File: config.mk
export PLATFORM = sky130hd
export DESIGN_NAME = unified_cache
export DESIGN_NICKNAME = d
export VERILOG_FILES = /design/src/rtl/unified_cache.sv
export SDC_FILE = /design/constraint.sdc
export NUM_CORES = 1
export LEC_CHECK = 0
export CORE_MARGIN = 4
export CORE_UTILIZATION = 45
export DETAILED_ROUTE_END_ITERATION = 10
export PLACE_DENSITY = 0.69
export SLEW_MARGIN = 20
export SYNTH_ARGS = -nofsm -noshare
export SYNTH_HDL_FRONTEND = slang
export SYNTH_SLANG_ARGS = --single-unit
File: constraint.sdc
create_clock -name clk -period 35.6 [get_ports clk]
set_input_delay 7.12 -clock clk [delete_from_list [all_inputs] [get_ports clk]]
set_output_delay 7.12 -clock clk [all_outputs]
set_load 0.005 [all_outputs]
File: src/rtl/unified_cache.sv
// Direct-mapped, write-through, no-write-allocate cache: 4 lines x 4 words.
// Define CACHE_STATS_EN to add saturating hit_count / miss_count outputs.
module unified_cache #(
  parameter int unsigned WORD_SIZE = 16,
  parameter int unsigned LATENCY   = 4
) (
  input  logic                   clk,
  input  logic                   reset,
  input  logic                   cpu_read,
  input  logic                   cpu_write,
  input  logic [WORD_SIZE-1:0]   cpu_addr,
  input  logic [WORD_SIZE-1:0]   cpu_wdata,
  output logic [WORD_SIZE-1:0]   cpu_rdata,
  output logic                   cache_hit,
  output logic                   ready,
  input  logic                   both_access,
  output logic                   mem_read,
  output logic                   mem_write,
  output logic [WORD_SIZE-1:0]   mem_addr,
  output logic [WORD_SIZE-1:0]   mem_wdata,
  input  logic [4*WORD_SIZE-1:0] mem_rdata
`ifdef CACHE_STATS_EN
  ,
  output logic [15:0]            hit_count,
  output logic [15:0]            miss_count
`endif
);

  localparam int unsigned TagW = WORD_SIZE - 4;

  typedef enum logic [1:0] {StIdle, StFill, StWrite, StDone} state_e;

  state_e                 state_q, state_d;
  logic [3:0]             cnt_q;
  logic                   toggle_q;
  logic [WORD_SIZE-1:0]   addr_q, wdata_q, rdata_q;
  logic [3:0]             valid_q;
  logic [TagW-1:0]        tag_q  [4];
  logic [WORD_SIZE-1:0]   data_q [4][4];

  logic [1:0]             cpu_off, cpu_idx, lat_off, lat_idx;
  logic [TagW-1:0]        cpu_tag, lat_tag;
  logic                   match, step, expire, start;

  assign cpu_off = cpu_addr[1:0];
  assign cpu_idx = cpu_addr[3:2];
  assign cpu_tag = cpu_addr[WORD_SIZE-1:4];
  assign lat_off = addr_q[1:0];
  assign lat_idx = addr_q[3:2];
  assign lat_tag = addr_q[WORD_SIZE-1:4];

  assign match  = valid_q[cpu_idx] && (tag_q[cpu_idx] == cpu_tag);
  // Under a shared bus the countdown only advances on alternate cycles.
  assign step   = !both_access || toggle_q;
  assign expire = (state_q == StFill || state_q == StWrite) && (cnt_q == 4'd1) && step;
  assign start  = (state_q == StIdle) && (state_d != StIdle);

  always_ff @(posedge clk or posedge reset) begin
    if (reset) begin
      state_q <= StIdle;
    end else begin
      state_q <= state_d;
    end
  end

  always_comb begin
    state_d = state_q;
    unique case (state_q)
      StIdle: begin
        if (cpu_read && !match) begin
          state_d = StFill;
        end else if (cpu_write) begin
          state_d = StWrite;
        end
      end
      StFill, StWrite: begin
        if (expire) state_d = StDone;
      end
      StDone:  state_d = StIdle;
      default: state_d = StIdle;
    endcase
  end

  always_comb begin
    mem_read  = 1'b0;
    mem_write = 1'b0;
    mem_addr  = '0;
    mem_wdata = '0;
    ready     = 1'b0;
    unique case (state_q)
      StFill: begin
        mem_read = 1'b1;
        mem_addr = {lat_tag, lat_idx, 2'b00};
      end
      StWrite: begin
        mem_write = 1'b1;
        mem_addr  = addr_q;
        mem_wdata = wdata_q;
      end
      StDone:  ready = 1'b1;
      default: ;
    endcase

    if (state_q == StDone)          cache_hit = 1'b1;
    else if (!cpu_read && !cpu_write) cache_hit = 1'b1;
    else if (cpu_read)              cache_hit = match;
    else                            cache_hit = 1'b0;

    cpu_rdata = match ? data_q[cpu_idx][cpu_off] : rdata_q;
  end

  always_ff @(posedge clk or posedge reset) begin
    if (reset) begin
      cnt_q    <= '0;
      toggle_q <= 1'b0;
      addr_q   <= '0;
      wdata_q  <= '0;
      rdata_q  <= '0;
      valid_q  <= '0;
      for (int l = 0; l < 4; l++) begin
        tag_q[l] <= '0;
        for (int w = 0; w < 4; w++) data_q[l][w] <= '0;
      end
    end else begin
      rdata_q  <= cpu_rdata;
      toggle_q <= start ? 1'b0 : !toggle_q;
      if (start) begin
        cnt_q   <= 4'(LATENCY);
        addr_q  <= cpu_addr;
        wdata_q <= cpu_wdata;
      end else if ((state_q == StFill || state_q == StWrite) && step) begin
        cnt_q <= cnt_q - 4'd1;
      end
      if (expire && state_q == StFill) begin
        for (int w = 0; w < 4; w++) data_q[lat_idx][w] <= mem_rdata[w*WORD_SIZE +: WORD_SIZE];
        valid_q[lat_idx] <= 1'b1;
        tag_q[lat_idx]   <= lat_tag;
      end
      // Write-through only refreshes a resident line; misses never allocate.
      if (expire && state_q == StWrite && valid_q[lat_idx] && tag_q[lat_idx] == lat_tag) begin
        data_q[lat_idx][lat_off] <= wdata_q;
      end
    end
  end

`ifdef CACHE_STATS_EN
  always_ff @(posedge clk or posedge reset) begin
    if (reset) begin
      hit_count  <= '0;
      miss_count <= '0;
    end else begin
      if (state_q == StIdle && cpu_read && match && hit_count != 16'hFFFF) begin
        hit_count <= hit_count + 16'd1;
      end
      if (start && miss_count != 16'hFFFF) begin
        miss_count <= miss_count + 16'd1;
      end
    end
  end
`endif

endmodule

==> impl_metrics.toml, run 1 <==
[placement]
post-dp-hpwl_um = 35600
dp_cells = 2310
gp_congestion = 0.823
io_buffer_count = 152

[routing]
viasPerCell = 5.79
wire_per_inst_um = 23.1
ant_nets = 0
drc = 0
drt_iter0_drc = 1233
firstDrtPassIters = 5
num_vias = 13800
wirelength_um = 54900

[global_routing]
antenna_found_initial = 4
overflow = 0
grt_max_degree = 99
grt_use_total = 0.229
grt_pass1_wl_um = 85500
grt_pass1_vias = 13800

[logic_synthesis]
syn-instance-count = 1694
synth.area.top_cells = "dfrtp_1, mux2i_1, mux4_2"
synth_seq_area_share = 0.453
synthArstFlopShare = 1.00
yosysUniqueCellTypes = 51
synthFlopType = "dfrtp_1"
synth_top_area_share = 0.453
synth-warning-count = 0
synth-edff-count = 0
yosysTopAreaCell = "dfrtp_1"
synth-seq-cells = 363
synth_nets = 1801
synth_area_mm2 = 0.0201
synth_area_per_cell_um2 = 11.8

[worst_setup_path]
reg2reg_setup_slack_ps = 31760
crit_family = "multiplexers"
cp-start-kind = "primary input"
worstSetupPathType = "in2out"
path_buf_inv = 2
slowest_delay_ps = 680
cp.arrival_ps = 10770
reg2reg_depth = 7
r2r_start = "state_q[0]$_DFF_PP0_"
cpMostUsedCell = "nand2_1"
critical_path_required_ps = 28480
cp_max_fo = 48
cp_cell_sequence = "buf_4 -> mux4_2 -> xnor2_1 -> nand2_1 -> nor4_1 -> nand2_1 -> mux2_2 -> clkdlybuf4s50_1"
endpoint_kind = "output port"
cp_slowest_cell = "nand2_1"
r2r_end = "data_q[100]$_DFF_PP0_"

[sta]
worst_pin_slew_ps = 1100
rsz0062_at_grt = "no"
period_minus_slack_ps = 17890
finalMaxSlewViolations = 0
fin_crit_sh = 0.503
slew_headroom = 0.268
timing.fmax_mhz = 55.9
hold_viol_final = 0
setup_viol = 0
fin_tns_setup_ps = 0
finClkSkew_ps = 24.7

[die]
rows = 77
initial_core_util = 0.455
die_height_um = 219
io-pin-count = 153
core_area_mm2 = 0.0441
die-area_mm2 = 0.0480
die-width_um = 219

[clock_tree]
post_cts_buffers = 0
clk_pin_slew_worst_paths_ps = 60
cts_tree = "done"
insertion_delay_ps = 570
hold_buffers = 0
ctsHtreeMaxLevel = 2
cts_buffers = 41
cts.path.max_buffers = 3
cts_sinks = 363
cts-root-buf = "clkbuf_16"
cts.repair.resized = 0

[outcome]
status = "complete, no violations"

[power]
ir_worst_vdd_v = 0.0000359
pwr_density_cell_mw_per_mm2 = 59.0
total_leakage_power_nw = 9.62

[run]
drv_cap = 0

[final_layout]
fillers = 3932
drive_above_1_share = 0.207
layout.nets = 1868
syn_to_final_growth_pct = 14.3
mostFrequentLayoutCells = "dfrtp_1, mux2i_1, nor2_1, a21oi_1, clkdlybuf4s50_1"
instances_no_fill = 2382
layout_commonest_cell = "dfrtp_1"

[worst_hold_path]
hold_path.class = "reg2reg"
worst_hold_path.endpoint = "toggle_q$_DFF_PP0_"
hp-start = "toggle_q$_DFF_PP0_"
hold_depth = 1
## power by group
part           leakage, nW  internal, mW  switching, mW  total, mW
Combinational         4.03         0.179          0.171      0.351
Sequential            4.97         0.486          0.112      0.598
Clock                0.622         0.232          0.173      0.405
Total                 9.62         0.898          0.457       1.35
## routing by layer
layer  global-route usage  vias up  share of wire
li1                     -     6199              -
met1                0.348     7049           0.46
met2                0.348      468           0.46
met3               0.0381       70          0.065
met4               0.0537        2          0.017
met5                    0        -        0.00036
## cell type report
cell class / count / area [um2] / share of cell area
antenna: 3 / 7.51 / 0.000327
clock buffer: 59 / 1140 / 0.0499
clock inverter: 10 / 126 / 0.00551
inverter: 6 / 30.0 / 0.00131
multi-input combinational: 1168 / 10100 / 0.439
sequential: 363 / 9080 / 0.396
tap: 592 / 741 / 0.0323
timing repair buffer: 181 / 1730 / 0.0753
## through the flow
| step | hold WS, ps | setup WS, ps | cell area, um2 | power [mW] | util |
|---|---|---|---|---|---|
| finish | 412 | 17710 | 22900 | 1.35 | 0.520 |
| global route | 429 | 17380 | 22900 | 1.42 | 0.520 |
| CTS | 413 | 17650 | 22900 | 1.36 | 0.520 |
| detailed placement | 405 | 17660 | 21700 | 0.953 | 0.491 |
| global placement | 405 | 17700 | 21700 | 0.940 | 0.491 |
| floorplan | 394 | 18400 | 20100 | 0.819 | - |
## cells in the mapped netlist, types with 4 or more instances
master    number
nor4_2        10
o21ai_0        4
nand2_1       19
dfrtp_1      363
buf_2         21
nor2_2        18
mux2_2        73
buf_6         37
inv_1          6
nand3_1        6
clkbuf_1      61
nor4_1         7
mux4_2        96
and3_1         4
ha_1           6
nand4_1        8
a21oi_1      224
nor2_1       249
or2_2          4
nand4_4       10
mux2i_1      272
a21oi_2       33
nor2b_1        8
mux2_4        25
buf_1         35
xor2_1        22
and2_1        31
xnor2_1       12
nand2b_1       4
## logic make-up after synthesis
logic type,synth area share
multiplexers,0.304
AND/OR/NAND/NOR,0.100
flip-flops,0.453
AO/OA/AOI/OAI,0.0776
buffers and inverters,0.0466
XOR/XNOR,0.0148
adder cells (fa/ha/maj),0.00374
## state kept, by name, summed over array words and instances, names as in the netlist
signal	flops
valid_q	4
cnt_q	4
addr_q	16
wdata_q	16
data_q	256
toggle_q	1
state_q	2
tag_q	48
rdata_q	16
## worst register-to-register path: stages, from the launching register on
cell     delay (ps)
dfrtp_1         440
inv_1           110
ha_1            670
nand4_1         880
nor4_2          620
nand4_4         610
nor2_1          300
a21oi_1          70
## worst max path at each step
stage	start	endpoint	slack (ps)	depth (start not counted)
floorplan	reset	addr_q[0]$_DFFE_PP0P_	18400	1
global placement	cpu_addr[2]	cpu_rdata[7]	17700	8
detailed placement	cpu_addr[2]	cpu_rdata[14]	17660	8
CTS	cpu_addr[2]	cpu_rdata[14]	17650	8
global route	cpu_addr[2]	cpu_rdata[4]	17380	8
finish	cpu_addr[2]	cpu_rdata[14]	17710	8
Note: power is estimated with default switching activity, not from simulation.
==> run 2: changes to the inputs <==
- clock period: 35.6 -> 17.92 ns (I/O delays scaled with it)
==> impl_metrics.toml, run 2 (synthesized netlist as in run 1, its figures left out) <==
[sta]
period_minus_slack_ps = 10770
fin_tns_setup_ps = 0
setup_viol = 0
fin_crit_sh = 0.601
hold_viol_final = 0
setup_slack_ps = 7150
timing.fmax_mhz = 92.9
finClkSkew_ps = 20.3
slew_headroom = 0.223
rsz0062_at_grt = "no"
finalMaxSlewViolations = 0
worst_pin_slew_ps = 1160

[final_layout]
drive_above_1_share = 0.213
reg.largest.list = "data_q (256), tag_q (48)"
mostFrequentLayoutCells = "dfrtp_1, mux2i_1, nor2_1, a21oi_1, clkdlybuf4s50_1"
layout.nets = 1868
stdcell_area_mm2 = 0.0231
largest_register_ffs = 256
instances_no_fill = 2391
fillers = 3846
largest-register = "data_q"
layout_commonest_cell = "dfrtp_1"
syn_to_final_growth_pct = 15.3

[placement]
placedInstanceArea_mm2 = 0.0217
io_buffer_count = 152
pre_cts_ws_ps = 7140
dp_cells = 2308
gp_congestion = 0.824
post-dp-hpwl_um = 34900

[worst_hold_path]
hold_path.class = "reg2reg"

[routing]
firstDrtPassIters = 7
ant_nets = 0
num_vias = 13800
drt_iter0_drc = 1333
drc = 0
wire_per_inst_um = 22.8
wirelength_um = 54500
viasPerCell = 5.78

[clock_tree]
insertion_delay_ps = 570
cts.repair.resized = 0
cts_sinks = 363
cts_tree = "done"
cts-root-buf = "clkbuf_16"
hold_buffers = 0
post_cts_buffers = 0
clk_pin_slew_worst_paths_ps = 60
ctsHtreeMaxLevel = 2
cts_buffers = 42
cts.path.max_buffers = 3

[worst_setup_path]
endpoint_kind = "output port"
cp-start-kind = "primary input"
cp.arrival_ps = 7180
worstSetupPathType = "in2out"
cp_max_fo = 48
critical_path_required_ps = 14340
cp_slowest_cell = "buf_4"
slowest_delay_ps = 650
cp_cell_sequence = "buf_4 -> mux4_2 -> xnor2_1 -> o21ai_0 -> nor4_1 -> nand2_1 -> mux2_2 -> clkdlybuf4s50_1"

[die]
core_area_mm2 = 0.0441
rows = 77
die-width_um = 219
die-area_mm2 = 0.0480
initial_core_util = 0.455
die_height_um = 219
io-pin-count = 153

[global_routing]
grt_max_degree = 173
overflow = 0
grt_pass1_vias = 14000
grt_use_total = 0.228
antenna_found_initial = 5
grt_pass1_wl_um = 85200

[run]
drv_cap = 0

[outcome]
status = "complete, no violations"

[power]
ir_worst_vdd_v = 0.0000677
total_leakage_power_nw = 9.71
pwr_density_cell_mw_per_mm2 = 119
## run 2: worst paths after layout
kind                                            from  slack (ps)  cells past startpoint                     end
worst min register to register    toggle_q$_DFF_PP0_         420                      1      toggle_q$_DFF_PP0_
min in group asynchronous                      reset        3430                      2  wdata_q[0]$_DFFE_PP0P_
worst max-delay path                     cpu_addr[2]        7150                      8            cpu_rdata[7]
worst min-delay path              toggle_q$_DFF_PP0_         420                      1      toggle_q$_DFF_PP0_
max in group asynchronous                      reset       12210                      5    data_q[42]$_DFF_PP0_
worst max register to register  state_q[0]$_DFF_PP0_       14060                      7   data_q[125]$_DFF_PP0_
## run 2: routing by layer
| layer | routed length [um] | track usage | vias to the layer above |
|---|---|---|---|
| li1 | - | - | 6206 |
| met1 | 25300 | 0.343 | 7106 |
| met2 | 24800 | 0.347 | 447 |
| met3 | 3380 | 0.0382 | 67 |
| met4 | 957 | 0.0514 | 2 |
| met5 | 14 | 0 | - |
## run 2: power breakdown
group	leakage, nW	switching (mW)	internal [mW]
Sequential	4.97	0.220	0.966
Combinational	4.03	0.337	0.357
Clock	0.710	0.360	0.520
## run 2: per-stage QoR
| step | utilization | hold slack, ps | total power [mW] |
|---|---|---|---|
| 2_1_floorplan | - | 394 | 1.63 |
| 3_3_place_gp | 0.491 | 405 | 1.87 |
| 3_5_place_dp | 0.491 | 409 | 1.89 |
| 4_1_cts | 0.523 | 417 | 2.77 |
| 5_1_grt | 0.524 | 447 | 2.90 |
| 6_report | 0.524 | 416 | 2.76 |
## run 2: critical path: cells and delay by family
kind / cells / cell delay (ps)
AO/OA/AOI/OAI: 1 / 150
XOR/XNOR: 1 / 140
buffers and inverters: 2 / 1120
multiplexers: 2 / 1160
AND/OR/NAND/NOR: 2 / 980
## run 2: layout make-up
class,instances,area [um2],share of cell area
clock inverters,16,180,0.00779
diodes,4,10.0,0.000433
clock buffers,62,1260,0.0543
flip-flops and latches,363,9080,0.393
inverters,6,30.0,0.00130
well taps,592,741,0.0320
repair buffers,180,1750,0.0758
multi-input cells,1168,10100,0.436
